`src/rtl/decode_pipe_stage.sv`:
```
// ---------------------------------------------------------------------------
// decode_pipe_stage
//
// Decode-to-execute stage of the pipelined ARM core.
//   * Architectural register file (2**ADDR_W entries) with NUM_READ
//     combinational read ports.
//   * The top entry is the PC. Reads of it return pc_plus8 and writes to it
//     are dropped, because fetch owns the PC.
//   * Write-first bypass: a read of the register being written back in the
//     same cycle returns the writeback data.
//   * valid/ready D/E pipeline register carrying operands, immediate,
//     control word, destination, condition and flags into execute.
//     Supports flush and backpressure.
//
// Optional feature (compile-time macro DECODE_LOAD_USE_STALL_EN):
//   Load-use hazard detection. The stage holds off a dependent instruction
//   while a load sits in execute. When execute consumes the load, the stage
//   inserts one bubble, so the stall is exactly one cycle.
//
// Ports:
//   clk, reset            clock, synchronous active-high reset
//   in_valid / in_ready   decode-side handshake
//   in_ra                 NUM_READ packed read addresses (port k at k*ADDR_W)
//   in_wa                 destination register
//   in_imm                extended immediate
//   in_ctrl               opaque control word for execute
//   in_mem_to_reg         instruction is a load
//   in_cond, in_flags     condition field, current NZCV
//   pc_plus8              value returned for reads of the PC register
//   wb_we, wb_wa, wb_wd   writeback port
//   flush                 kill the instruction held in the D/E register
//   out_valid / out_ready execute-side handshake
//   out_rd                NUM_READ packed operands captured at accept
//   out_imm, out_ctrl, out_mem_to_reg, out_wa, out_cond, out_flags
//                         registered payload copies
// ---------------------------------------------------------------------------
module decode_pipe_stage #(
    parameter int DATA_W   = 32,
    parameter int ADDR_W   = 4,
    parameter int NUM_READ = 3,
    parameter int CTRL_W   = 12
) (
    input  logic                         clk,
    input  logic                         reset,

    input  logic                         in_valid,
    output logic                         in_ready,
    input  logic [NUM_READ*ADDR_W-1:0]   in_ra,
    input  logic [ADDR_W-1:0]            in_wa,
    input  logic [DATA_W-1:0]            in_imm,
    input  logic [CTRL_W-1:0]            in_ctrl,
    input  logic                         in_mem_to_reg,
    input  logic [3:0]                   in_cond,
    input  logic [3:0]                   in_flags,
    input  logic [DATA_W-1:0]            pc_plus8,

    input  logic                         wb_we,
    input  logic [ADDR_W-1:0]            wb_wa,
    input  logic [DATA_W-1:0]            wb_wd,

    input  logic                         flush,

    output logic                         out_valid,
    input  logic                         out_ready,
    output logic [NUM_READ*DATA_W-1:0]   out_rd,
    output logic [DATA_W-1:0]            out_imm,
    output logic [CTRL_W-1:0]            out_ctrl,
    output logic                         out_mem_to_reg,
    output logic [ADDR_W-1:0]            out_wa,
    output logic [3:0]                   out_cond,
    output logic [3:0]                   out_flags
);

    localparam int                NUM_REGS = 2 ** ADDR_W;
    localparam logic [ADDR_W-1:0] PC_IDX   = '1;

    // Register file storage. The PC entry is never written and never
    // selected on a read; it exists only to keep indexing full-range.
    logic [DATA_W-1:0] regFile [NUM_REGS];

    // Decode-side (stage 0) combinational signals
    logic [NUM_READ*DATA_W-1:0] rdData_p0;
    logic                       inReady_p0;
    logic                       accept_p0;

    // D/E register (stage 1) state
    logic                       vld_p1;
    logic [NUM_READ*DATA_W-1:0] rd_p1;
    logic [DATA_W-1:0]          imm_p1;
    logic [CTRL_W-1:0]          ctrl_p1;
    logic                       memToReg_p1;
    logic [ADDR_W-1:0]          wa_p1;
    logic [3:0]                 cond_p1;
    logic [3:0]                 flags_p1;

    always_ff @(posedge clk) begin
        if (reset) begin
            for (int i = 0; i < NUM_REGS; i++) begin
                regFile[i] <= '0;
            end
        end else if (wb_we && (wb_wa != PC_IDX)) begin
            regFile[wb_wa] <= wb_wd;
        end
    end

    // ---- stage 0: register read ----
    // PC mapping takes precedence over the bypass, so a stray writeback
    // aimed at the PC can never leak into an operand.
    for (genvar k = 0; k < NUM_READ; k++) begin : gRead
        logic [ADDR_W-1:0] ra;
        assign ra = in_ra[k*ADDR_W +: ADDR_W];
        assign rdData_p0[k*DATA_W +: DATA_W] =
            (ra == PC_IDX)              ? pc_plus8 :
            (wb_we && (wb_wa == ra))    ? wb_wd    :
                                          regFile[ra];
    end

`ifdef DECODE_LOAD_USE_STALL_EN
    // A load in execute whose destination matches any source blocks
    // acceptance. Once execute takes the load, the D/E register drains
    // (out_valid drops) because nothing was accepted. That drain is the
    // single bubble, and the hazard clears on the following cycle.
    logic [NUM_READ-1:0] raHit;
    logic                loadUse_p0;

    for (genvar k = 0; k < NUM_READ; k++) begin : gHaz
        assign raHit[k] = (in_ra[k*ADDR_W +: ADDR_W] == wa_p1);
    end

    assign loadUse_p0 = vld_p1 && memToReg_p1 && (wa_p1 != PC_IDX) && (|raHit);
    assign inReady_p0 = !loadUse_p0 && (!vld_p1 || out_ready);
`else
    assign inReady_p0 = !vld_p1 || out_ready;
`endif

    assign accept_p0 = in_valid && inReady_p0;
    assign in_ready  = inReady_p0;

    // ---- stage 1: D/E pipeline register ----
    // Flush outranks accept: in_ready may still be high, but the incoming
    // instruction is dropped. Operands are frozen at accept; later
    // writebacks are left to execute-stage forwarding.
    always_ff @(posedge clk) begin
        if (reset) begin
            vld_p1      <= 1'b0;
            rd_p1       <= '0;
            imm_p1      <= '0;
            ctrl_p1     <= '0;
            memToReg_p1 <= 1'b0;
            wa_p1       <= '0;
            cond_p1     <= '0;
            flags_p1    <= '0;
        end else if (flush) begin
            vld_p1      <= 1'b0;
        end else if (accept_p0) begin
            vld_p1      <= 1'b1;
            rd_p1       <= rdData_p0;
            imm_p1      <= in_imm;
            ctrl_p1     <= in_ctrl;
            memToReg_p1 <= in_mem_to_reg;
            wa_p1       <= in_wa;
            cond_p1     <= in_cond;
            flags_p1    <= in_flags;
        end else if (vld_p1 && out_ready) begin
            // Consumed with nothing new accepted behind it.
            vld_p1      <= 1'b0;
        end
    end

    assign out_valid      = vld_p1;
    assign out_rd         = rd_p1;
    assign out_imm        = imm_p1;
    assign out_ctrl       = ctrl_p1;
    assign out_mem_to_reg = memToReg_p1;
    assign out_wa         = wa_p1;
    assign out_cond       = cond_p1;
    assign out_flags      = flags_p1;

endmodule

```
`config.mk`:
```
export PLATFORM = sky130hd
export DESIGN_NAME = decode_pipe_stage
export DESIGN_NICKNAME = d
export VERILOG_FILES = /design/src/rtl/decode_pipe_stage.sv
export SDC_FILE = /design/constraint.sdc
export NUM_CORES = 1
export LEC_CHECK = 0
export CORE_UTILIZATION = 30
export DETAILED_ROUTE_END_ITERATION = 10
export PLACE_DENSITY = 0.58
export SYNTH_ARGS = -nofsm -noshare
export SYNTH_HDL_FRONTEND = slang
export SYNTH_SLANG_ARGS = --single-unit
```
`constraint.sdc`:
```
create_clock -name clk -period 6.78 [get_ports clk]
set_clock_uncertainty 0.05 [all_clocks]
set_input_delay 1.356 -clock clk [delete_from_list [all_inputs] [get_ports clk]]
set_output_delay 1.356 -clock clk [all_outputs]
set_load 0.005 [all_outputs]
```
=== After elaboration in Yosys (flattened, before gate mapping) ===
Memories as Yosys holds them, arrays and structs flattened.
Cells that the tools add are included.

* Register bits after elaboration: 154
* Bits in writable memories: 512
* Bits of input ports: 143
* Output and inout bits: 155
* Logic and storage cells: 45
* Memories kept: 1

* Equal/unequal tests: 7
* Multiplexer cells: 16
* Bitwise operators: 1
* Reduce and logical (&&, ||, !) cells: 12

{| class="wikitable"
|+ Memory list
! name !! words !! bits a word !! rd ports !! clocked after Yosys merged registers in !! wr ports !! line !! RTL
|-
| regFile || 16 || 32 || 3 || 0 || 16 || 79 || <nowiki>logic [DATA_W-1:0] regFile [NUM_REGS];</nowiki>
|}

{| class="wikitable"
|+ Operators by type and width
! operator !! number
|-
| 32-bit 2-to-1 mux || 7
|-
| 32-bit OR reduction || 1
|-
| 4-bit equality test || 3
|-
| 4-bit equality test, second input constant || 3
|-
| 1-bit 2-to-1 mux || 8
|-
| 1-bit logical AND || 6
|-
| 4-bit 2-to-1 mux || 1
|-
| 4-bit != test, second input constant || 1
|-
| 2-bit AND reduction || 1
|-
| 2-bit nonzero test || 1
|-
| 2-bit OR reduction || 1
|-
| 1-bit logical NOT || 1
|-
| 1-bit logical OR || 1
|-
| 1-bit NOT || 1
|}

=== Depth between registers and ports, before layout ===
Gate-level depths: netlist of run 1.

* Word-level depth: 7
* Mapped depth: 8
* Gate-level depth less buffers: 6

=== Worst setup path before layout of run 1 ===
No wires, ideal clock.

* Path type: input port to flip-flop
* Start point: input reset
* End point: memory regFile[12][0], enable pin
* Data arrival time: 4.485 ns
* Data required time: 6.264 ns
* Setup slack: 1.779 ns
* Stages: 5
* Path buffers: 2
* Cells stage by stage: clkbuf_1 -> nand2b_1 -> or3_1 -> buf_2 -> o21ai_0

{| class="wikitable"
|+ RTL lines
! what !! line !! RTL
|-
| start: declaration || 44 || <nowiki>input logic reset,</nowiki>
|-
| end: declaration || 79 ||
|}

=== Final worst setup path of run 1 ===
* Start point: input wb_wa[2]
* End point: register rd_p1[71], in the netlist out_rd[71]

* Word-level cells in the longest chain between the ends: 4

{| class="wikitable"
|+ Ends and longest elaborated chain
! what !! line !! RTL
|-
| start: declaration || 58 || <nowiki>input logic [ADDR_W-1:0] wb_wa,</nowiki>
|-
| 4-bit equality test || 114 || <nowiki>(wb_we && (wb_wa == ra)) ? wb_wd :</nowiki>
|-
| 1-bit logical AND || 114 ||
|-
| 32-bit 2-to-1 mux || 114 ||
|-
| 32-bit 2-to-1 mux || 113 || <nowiki>(ra == PC_IDX) ? pc_plus8 :</nowiki>
|-
| end signal: assignment || 157 || <nowiki>rd_p1 <= rdData_p0;</nowiki>
|-
| end: declaration || 88 || <nowiki>logic [NUM_READ*DATA_W-1:0] rd_p1;</nowiki>
|}

Every way passes these cells.
A chain may end at the register's enable or synchronous reset.

==> impl_metrics.env, run 1 <==
export IMPL_cts_path_max_buffers=3
export IMPL_post_synth_top_count_cell="sky130_fd_sc_hd__edfxtp_1"
export IMPL_synth_top_area_share_pct=41.5
export IMPL_top_register="regFile"
export IMPL_ys_ff_latch=666
export IMPL_finalSetupTns_ps=0
export IMPL_worstPathCellList="clkdlybuf4s50_1 -> xor2_1 -> nor3_1 -> nand4_1 -> buf_4 -> o311a_1"
export IMPL_place_hpwl_um=82300
export IMPL_grt_start_max_net_pins=112
export IMPL_drv_max_cap_violation_count=0
export IMPL_net_count_final=3005
export IMPL_finalHoldViolCount=0
export IMPL_outcome="finished, final reports clean"
export IMPL_critical_path_peak_fanout=17
export IMPL_met1Wirelength_um=52500
export IMPL_grt_ovfl_total=0
export IMPL_initial_utilization_pct=30.3
export IMPL_fin_total_pwr_w=0.0106
export IMPL_die_w_um=353
export IMPL_detailroute_via_count=26500
export IMPL_critPathMaxStageDelay_ps=1020
export IMPL_number_of_global_route_vias_before_repair=26300
export IMPL_crit_type="in2reg"
export IMPL_worst_hold_path_type="reg2reg"
export IMPL_clock_insertion_delay_worst_skew_ps=640
export IMPL_worst_pin_slew_ps=1250
export IMPL_synth_top_cells_by_area="sky130_fd_sc_hd__edfxtp_1 42%, sky130_fd_sc_hd__mux4_2 22%, sky130_fd_sc_hd__dfxtp_1 8.3%, sky130_fd_sc_hd__and2_1 7.9%, sky130_fd_sc_hd__o22ai_1 3.6%"
export IMPL_routed_wl_met2_um=62100
export IMPL_synthDistinctLibCells=58
export IMPL_synth_largest_area_cell="sky130_fd_sc_hd__edfxtp_1"
export IMPL_layout_core_utilization_pct=36.0
export IMPL_total_cts_buffers=73
export IMPL_drt_pre_antenna_iters=5
export IMPL_synth_edff_count=512
export IMPL_postSynthAreaPerCell_sq_um=13.7
export IMPL_placeableCoreArea_sq_mm=0.122
export IMPL_timing_critical_path_to_type="flop"
export IMPL_dp_slack_ps=1640
export IMPL_ys_flop_type="sky130_fd_sc_hd__edfxtp_1"
export IMPL_holdWs_ps=401
export IMPL_critical_path_buf_inv_count=2
export IMPL_achievable_frequency_ghz=0.215
export IMPL_routed_via_density=5.83
export IMPL_grt_pass1_wl_um=191000
export IMPL_post_synth_instance_area_sq_mm=0.0370
export IMPL_final_period_minus_worst_setup_slack_ps=4650
export IMPL_power_static_leakage_nw=14.3
export IMPL_cts_hold_buffers=0
export IMPL_wl_met3_um=13700
export IMPL_top_level_ports=298
export IMPL_seq_area_frac_synth_pct=49.9
export IMPL_crit_path_start_kind="input pin"
export IMPL_yosys_warns=0
export IMPL_buffer_ports_inserted=297
export IMPL_flow_area_growth_from_synthesis_pct=18.6
export IMPL_groute_usage_overall_pct=21.0
export IMPL_fill_cells=11700
export IMPL_synth_async_reset_ratio_pct=0
export IMPL_cts_root_buffer_cell="sky130_fd_sc_hd__clkbuf_16"
export IMPL_worst_ep_required_time_ps=7240
export IMPL_path_clk_slew_ps=60
export IMPL_fraction_of_layout_cells_with_a_size_suffix_above_1_pct=21.9
export IMPL_cp_arrival_ps=5110
export IMPL_power_per_cell_area_mw_per_mm2=241
export IMPL_synth_top_cells_by_count="512 x sky130_fd_sc_hd__edfxtp_1, 465 x sky130_fd_sc_hd__and2_1, 356 x sky130_fd_sc_hd__mux4_2"
export IMPL_totalWireLength_um=133000
export IMPL_die_area_sq_mm=0.125
export IMPL_largest_register_ff_count=512
export IMPL_route_detailed_drc=0
export IMPL_remaining_max_slew_budget_at_the_tightest_pin_pct=16.3
export IMPL_timing_final_setup_violations=0
export IMPL_floorplan_row_count=128
export IMPL_cts_htree_levels=3
export IMPL_worst_ir_drop_vdd_uv=183
export IMPL_die_y_um=353
export IMPL_final_period_utilization_pct=68.5
export IMPL_tritoncts_num_sinks=666
export IMPL_drt_initial_drc_count=2988
export IMPL_slowest_stage="sky130_fd_sc_hd__nand4_1"
export IMPL_top_layer_used="met5"
export IMPL_drt_wirelength_per_cell_um=29.4
export IMPL_cp_top_family="simple AND/OR/NAND/NOR gates"
export IMPL_finalWorstSetupSlack_ps=2130
export IMPL_finalWeightedCongestion=0.844
export IMPL_grt_setup_unrepaired="no"
export IMPL_tritoncts="yes"
export IMPL_cts_repair_timing_setup_buffer_count=0
export IMPL_synth_cells=2692
export IMPL_number_of_antenna_violations_at_the_first_check_in_global_routing=5
export IMPL_post_cts_resize_count=0
export IMPL_max_slew_violation_total_from_the_final_report=0
export IMPL_antenna_violating_nets_post_route=0
export IMPL_timing_reg2reg_setup_slack_ps=3700
==> cell families after synthesis <==
group / share of synthesized area [%]
xor gates and xnor gates: 0.335
muxes: 23.5
DFF: 49.9
other: 0.0101
and+or+nand+nor: 11.9
AOI/OAI and AO/OA: 10.1
buffers and inverters: 4.23
==> layout make-up <==
cell class / instances / area (sq um) / area share (%)
antenna: 1 / 2.50 / 0.00570
clock inverter: 33 / 374 / 0.852
clock buffer: 101 / 2120 / 4.83
inverter: 5 / 18.8 / 0.0428
tap: 1625 / 2030 / 4.63
multi-input combinational: 1750 / 17300 / 39.5
sequential: 666 / 18500 / 42.0
timing repair buffer: 366 / 3540 / 8.07
==> stage by stage <==
| stage | instance area [sq um] | std cells |
|---|---|---|
| after floorplan | 37100 | 2723 |
| after global placement | 41400 | 4412 |
| after detailed placement | 41400 | 4412 |
| after CTS | 43900 | 4546 |
| after global routing | 43900 | 4546 |
| final | 43900 | 4547 |
==> placed cells by master (no fill, tap or decap), types with 16 or more instances in the layout <==
| cell | Yosys | final |
|---|---|---|
| sky130_fd_sc_hd__a2111oi_2 | 39 | 39 |
| sky130_fd_sc_hd__a21oi_1 | 61 | 61 |
| sky130_fd_sc_hd__o22a_1 | 20 | 20 |
| sky130_fd_sc_hd__dfxtp_1 | 154 | 154 |
| sky130_fd_sc_hd__o21ai_0 | 53 | 42 |
| sky130_fd_sc_hd__nor2_1 | 149 | 139 |
| sky130_fd_sc_hd__a221oi_1 | 21 | 21 |
| sky130_fd_sc_hd__mux4_2 | 356 | 356 |
| sky130_fd_sc_hd__clkbuf_1 | 170 | 16 |
| sky130_fd_sc_hd__mux4_1 | 21 | 21 |
| sky130_fd_sc_hd__o221ai_1 | 40 | 40 |
| sky130_fd_sc_hd__o22ai_1 | 214 | 214 |
| sky130_fd_sc_hd__conb_1 | 1 | 32 |
| sky130_fd_sc_hd__buf_4 | 25 | 71 |
| sky130_fd_sc_hd__edfxtp_1 | 512 | 512 |
| sky130_fd_sc_hd__clkdlybuf4s50_1 | 0 | 287 |
| sky130_fd_sc_hd__clkbuf_16 | 0 | 79 |
| sky130_fd_sc_hd__nor3_1 | 21 | 18 |
| sky130_fd_sc_hd__and2_1 | 465 | 465 |
| sky130_fd_sc_hd__nand2_1 | 125 | 122 |
| sky130_fd_sc_hd__o311a_1 | 31 | 31 |
==> tightest hold or removal path: stages (launching register included) <==
cell and delay (ps):
sky130_fd_sc_hd__dfxtp_1 300, sky130_fd_sc_hd__nand2_1 50, sky130_fd_sc_hd__a21oi_1 50
==> routing by layer <==
metal / vias to the layer above / GRT usage, %
li1: 11000 / -
met1: 13600 / 27.2
met2: 1647 / 33.4
met3: 275 / 5.19
met4: 4 / 8.74
met5: - / 0
==> power by group <==
group	internal [W]	switching, W
clock	0.00250	0.00172
combinational	0.000735	0.000829
sequential	0.00464	0.000172
==> final timing paths <==
kind / start / cells after the start / end
worst min-delay path: out_wa[2] / 2 / out_wa[2]
worst max register to register: out_valid / 7 / out_rd[95]
worst max-delay path: wb_wa[2] / 6 / out_rd[71]
worst min register to register: out_wa[2] / 2 / out_wa[2]
(Power assumes the default switching activity.)
==> run 2, diff against run 1 <==
clock period = 4.55 ns   (was 6.78 ns; I/O delays follow)
==> run 2 against run 1 <==
  * First-iteration DRC count is 9.9% higher
  * Count of clock-buffer cells in the layout unchanged
  * Final cell count is 1.5% higher
  * Setup slack worse by 810 ps
  * Combinational power increased by 55%
  * Via count is 1.4% higher
  * Clock power is 44% higher
  * Hold slack better by 0.60 ps
  * Routed wire length up 2.9%
  * Critical path depth fell by 2
  * Global-route usage increased by 0.55 points
  * Register-to-register slack lost 1700 ps
  * Largest cell class unchanged
==> impl_metrics.env, run 2 (synthesized netlist as in run 1, its figures left out) <==
export IMPL_detailroute_via_count=26900
export IMPL_initial_utilization_pct=30.3
export IMPL_timing_final_setup_violations=0
export IMPL_route_detailed_drc=0
export IMPL_finish_instance_area_sq_mm=0.0445
export IMPL_fraction_of_layout_cells_with_a_size_suffix_above_1_pct=23.8
export IMPL_cts_root_buffer_cell="sky130_fd_sc_hd__clkbuf_16"
export IMPL_top_register="regFile"
export IMPL_die_w_um=353
export IMPL_final_period_minus_worst_setup_slack_ps=3230
export IMPL_drt_initial_drc_count=3285
export IMPL_clock_insertion_delay_worst_skew_ps=650
export IMPL_achievable_frequency_ghz=0.310
export IMPL_sequential_cell_area_sq_mm=0.0185
export IMPL_antenna_violating_nets_post_route=0
export IMPL_mostFrequentLayoutCell="sky130_fd_sc_hd__edfxtp_1"
export IMPL_number_of_antenna_violations_at_the_first_check_in_global_routing=16
export IMPL_die_area_sq_mm=0.125
export IMPL_power_static_leakage_nw=14.6
export IMPL_final_cell_mix="512 x sky130_fd_sc_hd__edfxtp_1, 465 x sky130_fd_sc_hd__and2_1, 356 x sky130_fd_sc_hd__mux4_2"
export IMPL_crit_path_start_kind="input pin"
export IMPL_critical_path_reg2reg_startpoint="out_valid"
export IMPL_power_per_cell_area_mw_per_mm2=352
export IMPL_cts_path_max_buffers=3
export IMPL_drv_max_cap_violation_count=0
export IMPL_min_delay_worst_endpoint="out_ctrl[0]"
export IMPL_worst_pin_slew_ps=1160
export IMPL_hold_path_depth=2
export IMPL_max_slew_violation_total_from_the_final_report=0
export IMPL_path_clk_slew_ps=60
export IMPL_routed_via_density=5.82
export IMPL_number_of_global_route_vias_before_repair=26700
export IMPL_critical_path_peak_fanout=4
export IMPL_worst_hold_path_type="reg2reg"
export IMPL_cts_htree_levels=3
export IMPL_worst_ir_drop_vdd_uv=229
export IMPL_flow_area_growth_from_synthesis_pct=20.3
export IMPL_total_cts_buffers=75
export IMPL_grt_pass1_wl_um=196000
export IMPL_remaining_max_slew_budget_at_the_tightest_pin_pct=22.9
export IMPL_worst_ep_required_time_ps=3590
export IMPL_dpl_instance_area_sq_mm=0.0421
export IMPL_top_level_ports=298
export IMPL_timing_critical_path_to_type="primary output"
export IMPL_largest_register_ff_count=512
export IMPL_fill_cells=11700
export IMPL_groute_usage_overall_pct=21.5
export IMPL_tritoncts="yes"
export IMPL_buffer_ports_inserted=297
export IMPL_timing_hold_worst_start="out_ctrl[0]"
export IMPL_drt_wirelength_per_cell_um=29.8
export IMPL_grt_setup_unrepaired="no"
export IMPL_place_hpwl_um=87600
export IMPL_finalWeightedCongestion=0.876
export IMPL_cp_arrival_ps=2270
export IMPL_final_period_utilization_pct=71.0
export IMPL_cts_hold_buffers=0
export IMPL_tritoncts_num_sinks=666
export IMPL_grt_ovfl_total=0
export IMPL_rr_endpoint="out_rd[11]"
export IMPL_cts_repair_timing_setup_buffer_count=0
export IMPL_die_y_um=353
export IMPL_finalSetupTns_ps=0
export IMPL_crit_type="in2out"
export IMPL_outcome="finished, final reports clean"
export IMPL_timing_reg2reg_setup_slack_ps=1990
export IMPL_finalHoldViolCount=0
export IMPL_drt_pre_antenna_iters=6
export IMPL_floorplan_row_count=128
export IMPL_placeableCoreArea_sq_mm=0.122
export IMPL_post_cts_resize_count=0
export IMPL_net_count_final=3070
export IMPL_grt_start_max_net_pins=151
export IMPL_reg2regPathDepth=7
export IMPL_totalWireLength_um=137000
export IMPL_multi_input_gate_area_sq_mm=0.0173
==> run 2: changes by cell type in the layout (fill, tap and decap cells not counted), moves of 3 or more <==
cell,before,now
sky130_fd_sc_hd__buf_12,4,22
sky130_fd_sc_hd__bufinv_16,8,3
sky130_fd_sc_hd__clkinvlp_4,2,5
sky130_fd_sc_hd__buf_4,71,116
sky130_fd_sc_hd__clkinv_2,10,16
==> run 2: worst max path at each step <==
stage | end | slack [ps] | from | cells past startpoint
detailed placement | out_rd[67] | 900 | wb_wa[0] | 6
CTS | in_ready | 1350 | out_ready | 4
floorplan | regFile[4][0] | 5 | reset | 5
global route | out_rd[72] | 1290 | wb_wa[0] | 6
finish | in_ready | 1320 | out_ready | 4
global placement | out_rd[43] | 960 | in_ra[7] | 7
==> run 2: final cells by class <==
type	instances	area share [%]
sequential	666	41.5
clock inverter	38	0.692
tap	1625	4.57
antenna	1	0.00562
clock buffer	101	4.74
inverter	5	0.0422
timing repair buffer	429	9.53
multi-input combinational	1750	39.0
==> run 2: critical path, stage by stage <==
cell and delay [ps]:
sky130_fd_sc_hd__clkdlybuf4s50_1 460, sky130_fd_sc_hd__nor2b_1 50, sky130_fd_sc_hd__inv_1 280, sky130_fd_sc_hd__clkdlybuf4s50_1 570
==> run 2: report_power, final <==
group / switching [W] / internal [W] / leakage [nW] / total (W)
Sequential: 0.000260 / 0.00692 / 6.16 / 0.00718
Clock: 0.00263 / 0.00345 / 1.19 / 0.00608
Combinational: 0.00127 / 0.00115 / 7.29 / 0.00242
==> run 2: per-stage QoR <==
stage,std cells,util (%),hold WS (ps),total power [W],setup WS (ps)
after floorplan,2723,-,403,0.00864,5.16
after global placement,4475,34.5,391,0.00967,962
after detailed placement,4475,34.5,396,0.00969,904
after CTS,4614,36.5,405,0.0157,1350
after global routing,4614,36.5,419,0.0161,1290
final,4615,36.5,401,0.0157,1320
==> run 2: per-layer routing <==
metal  global-route usage (%)  share of wire (%)  up-vias
met5                        0               0.12        -
met4                     8.24                3.8       26
met3                     5.40                 10      294
met2                     34.6                 47     1635
met1                     27.9                 39    13800
li1                         -                  -    11100
==> run 3, diff against run 2 <==
clock period = 3.1 ns   (was 4.55 ns; I/O delays follow)
==> run 3 against run 2 <==
  * Global-route usage fell by 0.10 points
  * Routed wire length about the same
  * Setup slack lost 1100 ps
  * Final cell count rose by 1.1%
  * Via count up 0.18%
==> impl_metrics.env, run 3 (synthesized netlist as in run 1, its figures left out) <==
export IMPL_worst_pin_slew_ps=1070
export IMPL_routed_via_density=5.77
export IMPL_power_static_leakage_nw=15.1
export IMPL_clock_insertion_delay_worst_skew_ps=630
export IMPL_total_cts_buffers=72
export IMPL_power_per_cell_area_mw_per_mm2=503
export IMPL_number_of_global_route_vias_before_repair=26800
export IMPL_cp_arrival_ps=3320
export IMPL_drt_initial_drc_count=3135
export IMPL_net_count_final=3124
export IMPL_grt_setup_unrepaired="no"
export IMPL_drt_pre_antenna_iters=6
export IMPL_finalNonFillerCells=4665
export IMPL_buffer_ports_inserted=297
export IMPL_grt_pass1_wl_um=195000
export IMPL_number_of_antenna_violations_at_the_first_check_in_global_routing=12
export IMPL_achievable_frequency_ghz=0.352
export IMPL_final_period_minus_worst_setup_slack_ps=2840
export IMPL_cts_hold_buffers=0
export IMPL_flow_area_growth_from_synthesis_pct=22.7
export IMPL_drt_wirelength_per_cell_um=29.5
export IMPL_route_detailed_drc=0
export IMPL_timing_final_setup_violations=0
export IMPL_worst_hold_path_type="in2reg"
export IMPL_cts_root_buffer_cell="sky130_fd_sc_hd__clkbuf_16"
export IMPL_post_place_cells=4532
export IMPL_top_level_ports=298
export IMPL_final_period_utilization_pct=91.6
export IMPL_critPathMaxStageDelay_ps=890
export IMPL_mostFrequentLayoutCell="sky130_fd_sc_hd__edfxtp_1"
export IMPL_die_w_um=353
export IMPL_tritoncts_num_sinks=666
export IMPL_die_y_um=353
export IMPL_cts_repair_timing_setup_buffer_count=0
export IMPL_critical_path_peak_fanout=14
export IMPL_grt_ovfl_total=0
export IMPL_max_slew_violation_total_from_the_final_report=0
export IMPL_crit_path_start_kind="input pin"
export IMPL_post_cts_resize_count=0
export IMPL_floorplan_row_count=128
export IMPL_detailroute_via_count=26900
export IMPL_timing_reg2reg_setup_slack_ps=550
export IMPL_finalHoldViolCount=0
export IMPL_totalWireLength_um=137000
export IMPL_slowest_stage="sky130_fd_sc_hd__a311oi_4"
export IMPL_drv_max_cap_violation_count=0
export IMPL_tritoncts="yes"
export IMPL_worstPathCellList="clkdlybuf4s50_1 -> xor2_1 -> nor3_1 -> buf_12 -> a311oi_4 -> buf_4 -> o21ai_0 -> o311a_1"
export IMPL_largest_register_ff_count=512
export IMPL_finalWeightedCongestion=0.860
export IMPL_placeableCoreArea_sq_mm=0.122
export IMPL_cts_htree_levels=3
export IMPL_final_cell_mix="512 x sky130_fd_sc_hd__edfxtp_1, 465 x sky130_fd_sc_hd__and2_1, 356 x sky130_fd_sc_hd__mux4_2"
export IMPL_initial_utilization_pct=30.3
export IMPL_grt_start_max_net_pins=68
export IMPL_crit_type="in2reg"
export IMPL_antenna_violating_nets_post_route=0
export IMPL_top_register="regFile"
export IMPL_remaining_max_slew_budget_at_the_tightest_pin_pct=28.8
export IMPL_layout_core_utilization_pct=37.2
export IMPL_worst_ep_required_time_ps=3580
export IMPL_timing_critical_path_to_type="flop"
export IMPL_outcome="finished, final reports clean"
export IMPL_die_area_sq_mm=0.125
export IMPL_fraction_of_layout_cells_with_a_size_suffix_above_1_pct=24.9
export IMPL_place_hpwl_um=88200
export IMPL_worst_ir_drop_vdd_uv=353
export IMPL_groute_usage_overall_pct=21.4
export IMPL_path_clk_slew_ps=60
export IMPL_cts_path_max_buffers=3
==> run 3: cell count changes in the layout (fill, tap and decap cells not counted), sizes merged <==
| cell | change |
|---|---|
| bufinv | +3 |
| buf | +57 |
| clkinv | +2 |
| clkbuf | -13 |
| clkinvlp | -2 |
| inv | +3 |
==> run 3: metrics by stage <==
step	power (W)	cell area [sq um]	setup slack [ps]	setup TNS (ps)	hold slack, ps
3_5_place_dp	0.0144	43100	-353	-5710	396
4_1_cts	0.0229	45400	328	0	252
5_1_grt	0.0235	45400	233	0	279
3_3_place_gp	0.0143	43100	-307	-5960	391
6_report	0.0229	45400	259	0	266
2_1_floorplan	0.0127	37200	-294	-18830	403
==> run 3: where the power goes <==
part / switching (W) / internal, W / total (W)
combinational: 0.00190 / 0.00180 / 0.00369
sequential: 0.000377 / 0.0102 / 0.0105
clock: 0.00373 / 0.00490 / 0.00863
==> run 3: path summary, 6_finish.rpt <==
| path | to | from | cells after the start |
|---|---|---|---|
| setup / recovery | out_rd[77] | wb_wa[1] | 8 |
| hold / removal | regFile[15][0] | reset | 1 |
| setup reg to reg | out_rd[77] | out_valid | 7 |
| hold reg to reg | out_wa[1] | out_wa[1] | 2 |
==> run 3: worst max-delay path, delay by kind of cell <==
| family | cells | cell delay (ps) |
|---|---|---|
| buf+inv | 3 | 1140 |
| compound gates | 3 | 1250 |
| simple gates | 1 | 120 |
| xor+xnor | 1 | 170 |
==> run 3: cell type report <==
type                       count  area (sq um)
antenna                        1          2.50
fill                       11500         76600
sequential                   666         18500
tap                         1625          2030
multi-input combinational   1750         17300
timing repair buffer         486          5270
inverter                       5          18.8
clock inverter                44           389
clock buffer                  88          1900
==> run 3: per-layer routing <==
layer	up-vias	GRT usage [%]	part of all wire, %
met5	-	0	0.040
met4	10	8.08	3.6
met3	250	4.21	9.8
met2	1572	35.2	48
met1	13900	27.9	39
li1	11200	-	-
